--- src/rtl/elevator_pkg.sv ---
// Shared definitions for the elevator blocks: floor codes, controller state
// encoding and travel-direction encoding. elevator_design uses these as well.
package elevator_pkg;

    localparam int FLOOR_COUNT = 8;
    localparam int FLOOR_W     = 3;

    typedef logic [FLOOR_W-1:0] floor_t;

    localparam floor_t F0 = 3'd0;
    localparam floor_t F1 = 3'd1;
    localparam floor_t F2 = 3'd2;
    localparam floor_t F3 = 3'd3;
    localparam floor_t F4 = 3'd4;
    localparam floor_t F5 = 3'd5;
    localparam floor_t F6 = 3'd6;
    localparam floor_t F7 = 3'd7;

    typedef enum logic [1:0] {
        IDLE = 2'd0,
        MOVE = 2'd1,
        DOOR = 2'd2
    } state_t;

    typedef enum logic {
        DIR_UP   = 1'b0,
        DIR_DOWN = 1'b1
    } dir_t;

    // One-hot bitmap with only the bit for floor f set.
    function automatic logic [FLOOR_COUNT-1:0] floor_onehot(input floor_t f);
        return {{(FLOOR_COUNT-1){1'b0}}, 1'b1} << f;
    endfunction

endpackage

--- src/rtl/elevator_target_select.sv ---
// SCAN target search: given the pending bitmap, the current floor and the
// current direction, return the nearest pending floor ahead, or, when none
// is ahead, the nearest floor behind together with the reversed direction.
// The current floor itself is never returned; the caller handles it.
module elevator_target_select
    import elevator_pkg::*;
(
    input  logic [FLOOR_COUNT-1:0] pending,
    input  floor_t                 cur_floor,
    input  dir_t                   dir,
    output logic                   found,
    output floor_t                 target,
    output dir_t                   new_dir
);

    logic [FLOOR_COUNT-1:0] above;
    logic [FLOOR_COUNT-1:0] below;
    floor_t                 lo_above;
    floor_t                 hi_below;

    // Split the pending calls into those strictly above and strictly below.
    genvar gi;
    generate
        for (gi = 0; gi < FLOOR_COUNT; gi++) begin : g_split
            assign above[gi] = pending[gi] && (floor_t'(gi) > cur_floor);
            assign below[gi] = pending[gi] && (floor_t'(gi) < cur_floor);
        end
    endgenerate

    // Nearest call above (lowest set bit) and nearest call below (highest set bit).
    always_comb begin
        lo_above = cur_floor;
        hi_below = cur_floor;
        for (int i = FLOOR_COUNT - 1; i >= 0; i--) begin
            if (above[i]) lo_above = floor_t'(i);
        end
        for (int i = 0; i < FLOOR_COUNT; i++) begin
            if (below[i]) hi_below = floor_t'(i);
        end
    end

    // Keep the current direction while anything lies ahead, otherwise reverse.
    always_comb begin
        found   = |(above | below);
        target  = cur_floor;
        new_dir = dir;
        if (dir == DIR_UP) begin
            if (|above) begin
                target  = lo_above;
                new_dir = DIR_UP;
            end else if (|below) begin
                target  = hi_below;
                new_dir = DIR_DOWN;
            end
        end else begin
            if (|below) begin
                target  = hi_below;
                new_dir = DIR_DOWN;
            end else if (|above) begin
                target  = lo_above;
                new_dir = DIR_UP;
            end
        end
    end

endmodule

--- src/rtl/elevator_call_scheduler.sv ---
// Elevator call scheduler: latches call pulses into a pending bitmap, picks
// targets with SCAN, drives up/down/inf towards elevator_design, and holds a
// door dwell at each stop. All outputs are registered.
// Optional build macro ELEV_SCHED_FIRE_RECALL_EN adds the fire_recall input
// (send the car to floor 0 and hold the door open while it stays high).
module elevator_call_scheduler
    import elevator_pkg::*;
#(
    parameter int NUM_FLOORS  = 8,
    parameter int DOOR_CYCLES = 4
) (
    input  logic                  clk,
    input  logic                  rst,
`ifdef ELEV_SCHED_FIRE_RECALL_EN
    input  logic                  fire_recall,
`endif
    input  logic [NUM_FLOORS-1:0] call_req,
    input  logic [2:0]            cur_floor,
    output logic                  up,
    output logic                  down,
    output logic [2:0]            inf,
    output logic                  door_open,
    output logic [NUM_FLOORS-1:0] pending,
    output logic                  busy
);

    localparam logic [7:0] DOOR_LOAD = 8'(DOOR_CYCLES - 1);

    state_t                  state_reg, state_next;
    dir_t                    dir_reg, dir_next;
    logic [NUM_FLOORS-1:0]   pending_reg, pending_next;
    logic [NUM_FLOORS-1:0]   clear_mask;
    logic [7:0]              cnt_reg, cnt_next;
    logic                    up_reg, up_next;
    logic                    down_reg, down_next;
    floor_t                  inf_reg, inf_next;
    logic                    door_reg, door_next;
    logic                    busy_reg, busy_next;
`ifdef ELEV_SCHED_FIRE_RECALL_EN
    logic                    fire_reg;
`endif

    logic                    sel_found;
    floor_t                  sel_target;
    dir_t                    sel_dir;
    logic                    at_cur;
    logic                    call_at_cur;
    logic                    arrived;
    logic                    retarget;

    elevator_target_select u_target_select (
        .pending   (pending_reg),
        .cur_floor (cur_floor),
        .dir       (dir_reg),
        .found     (sel_found),
        .target    (sel_target),
        .new_dir   (sel_dir)
    );

    assign at_cur      = pending_reg[cur_floor];
    assign call_at_cur = call_req[cur_floor];
    assign arrived     = (cur_floor == inf_reg);
    // A call strictly between here and the current target, in the travel direction.
    assign retarget    = sel_found && (sel_dir == dir_reg) &&
                         ((dir_reg == DIR_UP) ? (sel_target < inf_reg)
                                              : (sel_target > inf_reg));

    // State, call bitmap, dwell counter and registered outputs.
    always_ff @(posedge clk or negedge rst) begin
        if (!rst) begin
            state_reg   <= IDLE;
            dir_reg     <= DIR_UP;
            pending_reg <= '0;
            cnt_reg     <= '0;
            up_reg      <= 1'b0;
            down_reg    <= 1'b0;
            inf_reg     <= F0;
            door_reg    <= 1'b0;
            busy_reg    <= 1'b0;
`ifdef ELEV_SCHED_FIRE_RECALL_EN
            fire_reg    <= 1'b0;
`endif
        end else begin
            state_reg   <= state_next;
            dir_reg     <= dir_next;
            pending_reg <= pending_next;
            cnt_reg     <= cnt_next;
            up_reg      <= up_next;
            down_reg    <= down_next;
            inf_reg     <= inf_next;
            door_reg    <= door_next;
            busy_reg    <= busy_next;
`ifdef ELEV_SCHED_FIRE_RECALL_EN
            fire_reg    <= fire_recall;
`endif
        end
    end

    // Next state, direction, dwell count and call bitmap.
    always_comb begin
        state_next = state_reg;
        dir_next   = dir_reg;
        cnt_next   = cnt_reg;
        clear_mask = '0;
        case (state_reg)
            IDLE: begin
                if (at_cur) begin
                    state_next = DOOR;
                    cnt_next   = DOOR_LOAD;
                    clear_mask = floor_onehot(cur_floor);
                end else if (sel_found) begin
                    state_next = MOVE;
                    dir_next   = sel_dir;
                end
            end
            MOVE: begin
                if (arrived) begin
                    state_next = DOOR;
                    cnt_next   = DOOR_LOAD;
                    clear_mask = floor_onehot(inf_reg);
                end
            end
            DOOR: begin
                // A repeat call for this floor is absorbed and restarts the dwell.
                clear_mask = floor_onehot(cur_floor);
                if (call_at_cur) begin
                    cnt_next = DOOR_LOAD;
                end else if (cnt_reg == 8'd0) begin
                    state_next = IDLE;
                end else begin
                    cnt_next = cnt_reg - 8'd1;
                end
            end
            default: begin
                state_next = IDLE;
            end
        endcase
        pending_next = (pending_reg | call_req) & ~clear_mask;
`ifdef ELEV_SCHED_FIRE_RECALL_EN
        if (fire_recall) begin
            pending_next = '0;
            dir_next     = DIR_DOWN;
            cnt_next     = '0;
            state_next   = (cur_floor == F0) ? DOOR : MOVE;
        end else if (fire_reg) begin
            pending_next = call_req;
            dir_next     = DIR_UP;
            cnt_next     = '0;
            state_next   = IDLE;
        end
`endif
    end

    // Next values of the registered command outputs.
    always_comb begin
        up_next   = up_reg;
        down_next = down_reg;
        inf_next  = inf_reg;
        door_next = door_reg;
        case (state_reg)
            IDLE: begin
                up_next   = 1'b0;
                down_next = 1'b0;
                door_next = 1'b0;
                if (at_cur) begin
                    door_next = 1'b1;
                end else if (sel_found) begin
                    inf_next  = sel_target;
                    up_next   = (sel_target > cur_floor);
                    down_next = ~(sel_target > cur_floor);
                end
            end
            MOVE: begin
                if (arrived) begin
                    up_next   = 1'b0;
                    down_next = 1'b0;
                    door_next = 1'b1;
                end else if (retarget) begin
                    inf_next = sel_target;
                end
            end
            DOOR: begin
                up_next   = 1'b0;
                down_next = 1'b0;
                door_next = (state_next == DOOR);
            end
            default: begin
                up_next   = 1'b0;
                down_next = 1'b0;
                door_next = 1'b0;
            end
        endcase
`ifdef ELEV_SCHED_FIRE_RECALL_EN
        if (fire_recall) begin
            up_next   = 1'b0;
            inf_next  = F0;
            down_next = (cur_floor != F0);
            door_next = (cur_floor == F0);
        end else if (fire_reg) begin
            up_next   = 1'b0;
            down_next = 1'b0;
            door_next = 1'b0;
        end
`endif
        busy_next = (state_next != IDLE);
    end

    assign up        = up_reg;
    assign down      = down_reg;
    assign inf       = inf_reg;
    assign door_open = door_reg;
    assign pending   = pending_reg;
    assign busy      = busy_reg;

endmodule

--- config.mk ---
export PLATFORM = sky130hd
export DESIGN_NAME = elevator_call_scheduler
export DESIGN_NICKNAME = d
export VERILOG_FILES = /design/src/rtl/elevator_pkg.sv /design/src/rtl/elevator_target_select.sv /design/src/rtl/elevator_call_scheduler.sv
export SDC_FILE = /design/constraint.sdc
export NUM_CORES = 1
export LEC_CHECK = 0
export CAP_MARGIN = 20
export CORE_MARGIN = 2
export CORE_UTILIZATION = 57
export CTS_BUF_LIST = sky130_fd_sc_hd__clkbuf_4 sky130_fd_sc_hd__clkbuf_8
export DETAILED_ROUTE_END_ITERATION = 7
export PLACE_DENSITY = 0.78
export SETUP_SLACK_MARGIN = 0.2
export SYNTH_ARGS = -nofsm -noshare
export SYNTH_HDL_FRONTEND = slang
export SYNTH_HIERARCHICAL = 1
export SYNTH_SLANG_ARGS = --single-unit
--- constraint.sdc ---
create_clock -name clk -period 3.5 [get_ports clk]
set_input_delay 0.7 -clock clk [delete_from_list [all_inputs] [get_ports clk]]
set_output_delay 0.7 -clock clk [all_outputs]
set_load 0.02 [all_outputs]
==> impl_metrics.py <==
metrics = {
    "run_status": {
        "status": "finished, final reports clean",
    },
    "setup_path": {
        "path_common_cell": "o211ai_1",
        "start_kind": "input pin",
        "arrival_ns": 3.48,
        "cp_slowest_cell": "or4_1",
        "r2r-start": "pending[5]",
        "worstPathRequired_ns": 3.74,
        "crit_path_end": "inf[1]",
        "r2r_slack_ns": 0.31,
        "critPathMaxStageDelay_ns": 0.43,
        "end_kind": "flip-flop",
        "worstSetupPathType": "input pin to flip-flop",
        "r2r_end": "inf[1]",
        "rr_worst_depth": 12,
        "cp_cell_sequence": "clkbuf_2 > buf_4 > a211o_1 > nor2_4 > nor2_1 > nand3b_1 > o211ai_1 > ha_1 > nor2b_1 > o21a_1 > or4_1 > a21oi_2 > o211ai_1 > mux2_4",
        "crit_start": "cur_floor[2]",
        "crit_fanout": 6,
    },
    "synth": {
        "netlist_area_um2": 2090,
        "ys_seq_area_frac": 0.312,
        "synth_top_area_frac": 0.312,
        "syn_area_per_cell_um2": 9.00,
        "ys_warn_count": 6,
        "synth_top_cell_by_area": "dfrtp_1",
        "ys_ff_latch": 26,
        "async_flop_share": 1.00,
        "synth-edff-count": 0,
        "synth_ff_type": "dfrtp_1",
        "ys_types": 63,
        "synth_area_leaders": "dfrtp_1 31%, nor2_1 6.5%, mux4_2 4.3%",
        "netlist_instances": 232,
        "synthesis.nets": 252,
    },
    "place": {
        "port-buffer-count": 27,
        "gp_congestion": 0.907,
        "placed_area_um2": 2540,
        "post-dp-hpwl_um": 3930,
    },
    "floorplan": {
        "die_h_um": 64.5,
        "ios": 28,
        "die-area_um2": 4160,
        "floorplan.initialDensity": 0.611,
        "die_w_um": 64.5,
        "core_um2": 3420,
        "num_rows": 21,
    },
    "sta": {
        "hold_viol": 0,
        "fmax_mhz": 309,
        "rsz0062_at_grt": "true",
        "skew_ns": 0.00429,
        "final-setup-viol-count": 0,
        "final.period_utilization": 0.924,
        "finalMaxSlewViolations": 0,
        "hold-worst-slack_ns": 0.541,
        "tightest_slew_ns": 0.750,
        "layout_min_cycle_time_ns": 3.23,
        "slew_headroom": 0.496,
    },
    "global_routing": {
        "grt_overflow_total": 0,
        "grt_util_all_layers": 0.273,
        "top_usage_layer": "met1",
        "grt_pass1_vias": 1775,
        "grt_use_met1": 0.417,
        "grt_antenna_before_repair": 0,
        "use_met3": 0.0712,
        "grt_pass1_wl_um": 8870,
        "grtUsageMet2": 0.391,
        "grt_max_degree": 27,
    },
    "clocking": {
        "clkTransAtPathRegs_ns": 0.14,
        "cts-hold-fix-buffers": 0,
        "cts_tree": "done",
        "numCtsBuffers": 3,
        "htreeDepth": 1,
        "clockBufferDepth": 2,
        "cts_root_buf": "clkbuf_4",
        "cts_sinks": 26,
        "clock_latency_ns": 0.34,
    },
    "pwr": {
        "power_frac_comb": 0.516,
        "total_power_mw": 1.29,
        "p_sw_uw": 533,
        "clock_power_share": 0.122,
        "power_density_nw_per_um2": 488,
        "irDropWorstVdd_uv": 499,
        "leakagePower_nw": 1.15,
        "seq_power_share": 0.362,
        "p_int_uw": 761,
        "switching_share": 0.412,
    },
    "detailed_routing": {
        "wirelength_um": 5290,
        "drt_iter0_markers": 151,
        "viasPerCell": 5.99,
        "vias": 1984,
        "drc": 0,
        "drt_pass1_iterations": 4,
        "routedWlPerCell_um": 16.0,
        "postRouteAntennaNets": 0,
    },
    "cells_and_area": {
        "drive_above_1_share": 0.263,
        "nNetsFinal": 306,
        "final_cell_area_um2": 2650,
        "area_growth_pct": 26.9,
        "num_antenna_cells": 0,
        "layout_commonest_cell": "nor2_1",
        "final_cell_mix": "35 x nor2_1, 30 x buf_4, 24 x clkdlybuf4s50_1",
    },
    "flow_run": {
        "maxCapViolations": 0,
    },
    "hold_path": {
        "min_path_type": "flip-flop to flip-flop",
    },
}
## layout make-up
class	instances	area [µm²]
multi-input combinational	181	1330
fill	253	766
sequential	26	654
timing repair buffer	60	519
tap	46	57.6
inverter	14	52.6
clock buffer	4	36.3
## what timing repair did
action / 4_1_cts / 5_1_grt
gates cloned: 1 / 0
setup endpoints to repair: 3 / 3
pin swaps: 4 / 4
setup buffers: 1 / 4
resized for setup: 11 / 16
## kinds of logic after synthesis
| kind of cell | Yosys count | synth area share |
|---|---|---|
| mux | 13 | 0.0953 |
| fa+ha+maj | 8 | 0.0473 |
| buf+inv | 25 | 0.0635 |
| simple gates | 85 | 0.206 |
| compound gates | 67 | 0.243 |
| flops | 26 | 0.312 |
| xor+xnor | 8 | 0.0336 |
## power by group through the flow
stage	combinational, mW	sequential (mW)	clock [mW]
2_1_floorplan	0.388	0.478	0
3_3_place_gp	0.601	0.471	0
6_report	0.667	0.469	0.158
3_5_place_dp	0.614	0.473	0
5_1_grt	0.733	0.486	0.170
4_1_cts	0.618	0.468	0.156
## synthesized netlist by cell type, drive strengths merged, types with 4 or more instances
| library cell | number |
|---|---|
| nor2 | 36 |
| dfrtp | 26 |
| a21oi | 15 |
| inv | 14 |
| o21ai | 11 |
| nand2 | 10 |
| buf | 8 |
| ha | 7 |
| a221oi | 6 |
| mux2 | 6 |
| nand3 | 6 |
| nor3 | 6 |
| nor2b | 5 |
| xor2 | 5 |
| mux4 | 4 |
| nand2b | 4 |
| o2bb2ai | 4 |
| o31ai | 4 |
## metal layers
metal,wire [µm],part of all wire
met5,0,0
met4,36,0.0068
met1,2510,0.47
met3,479,0.091
met2,2270,0.43
## critical path, delay by kind of cell
kind	cells	cell delay, ns
compound gates	5	0.93
simple gates	5	0.93
mux	1	0.34
buf+inv	2	0.29
fa+ha+maj	1	0.29
## worst min path at each step
stage                      to  cells past startpoint  startpoint  slack, ns
finish              door_open                      1   door_open       0.54
global route        door_open                      1   door_open       0.57
CTS                 door_open                      1   door_open       0.54
detailed placement       down                      2        down       0.51
global placement         down                      2        down       0.50
floorplan                busy                      0         rst       0.40
## through the flow
stage          setup WS (ns)  std cells  utilization  TNS (ns)
2_1_floorplan          0.153        232            -         0
3_3_place_gp          -0.414        321        0.743     -1.11
3_5_place_dp          -0.441        321        0.743     -1.25
4_1_cts                0.207        327        0.761         0
5_1_grt                0.141        331        0.776         0
6_report               0.267        331        0.776         0
Note: power is estimated with default switching activity, not from simulation.
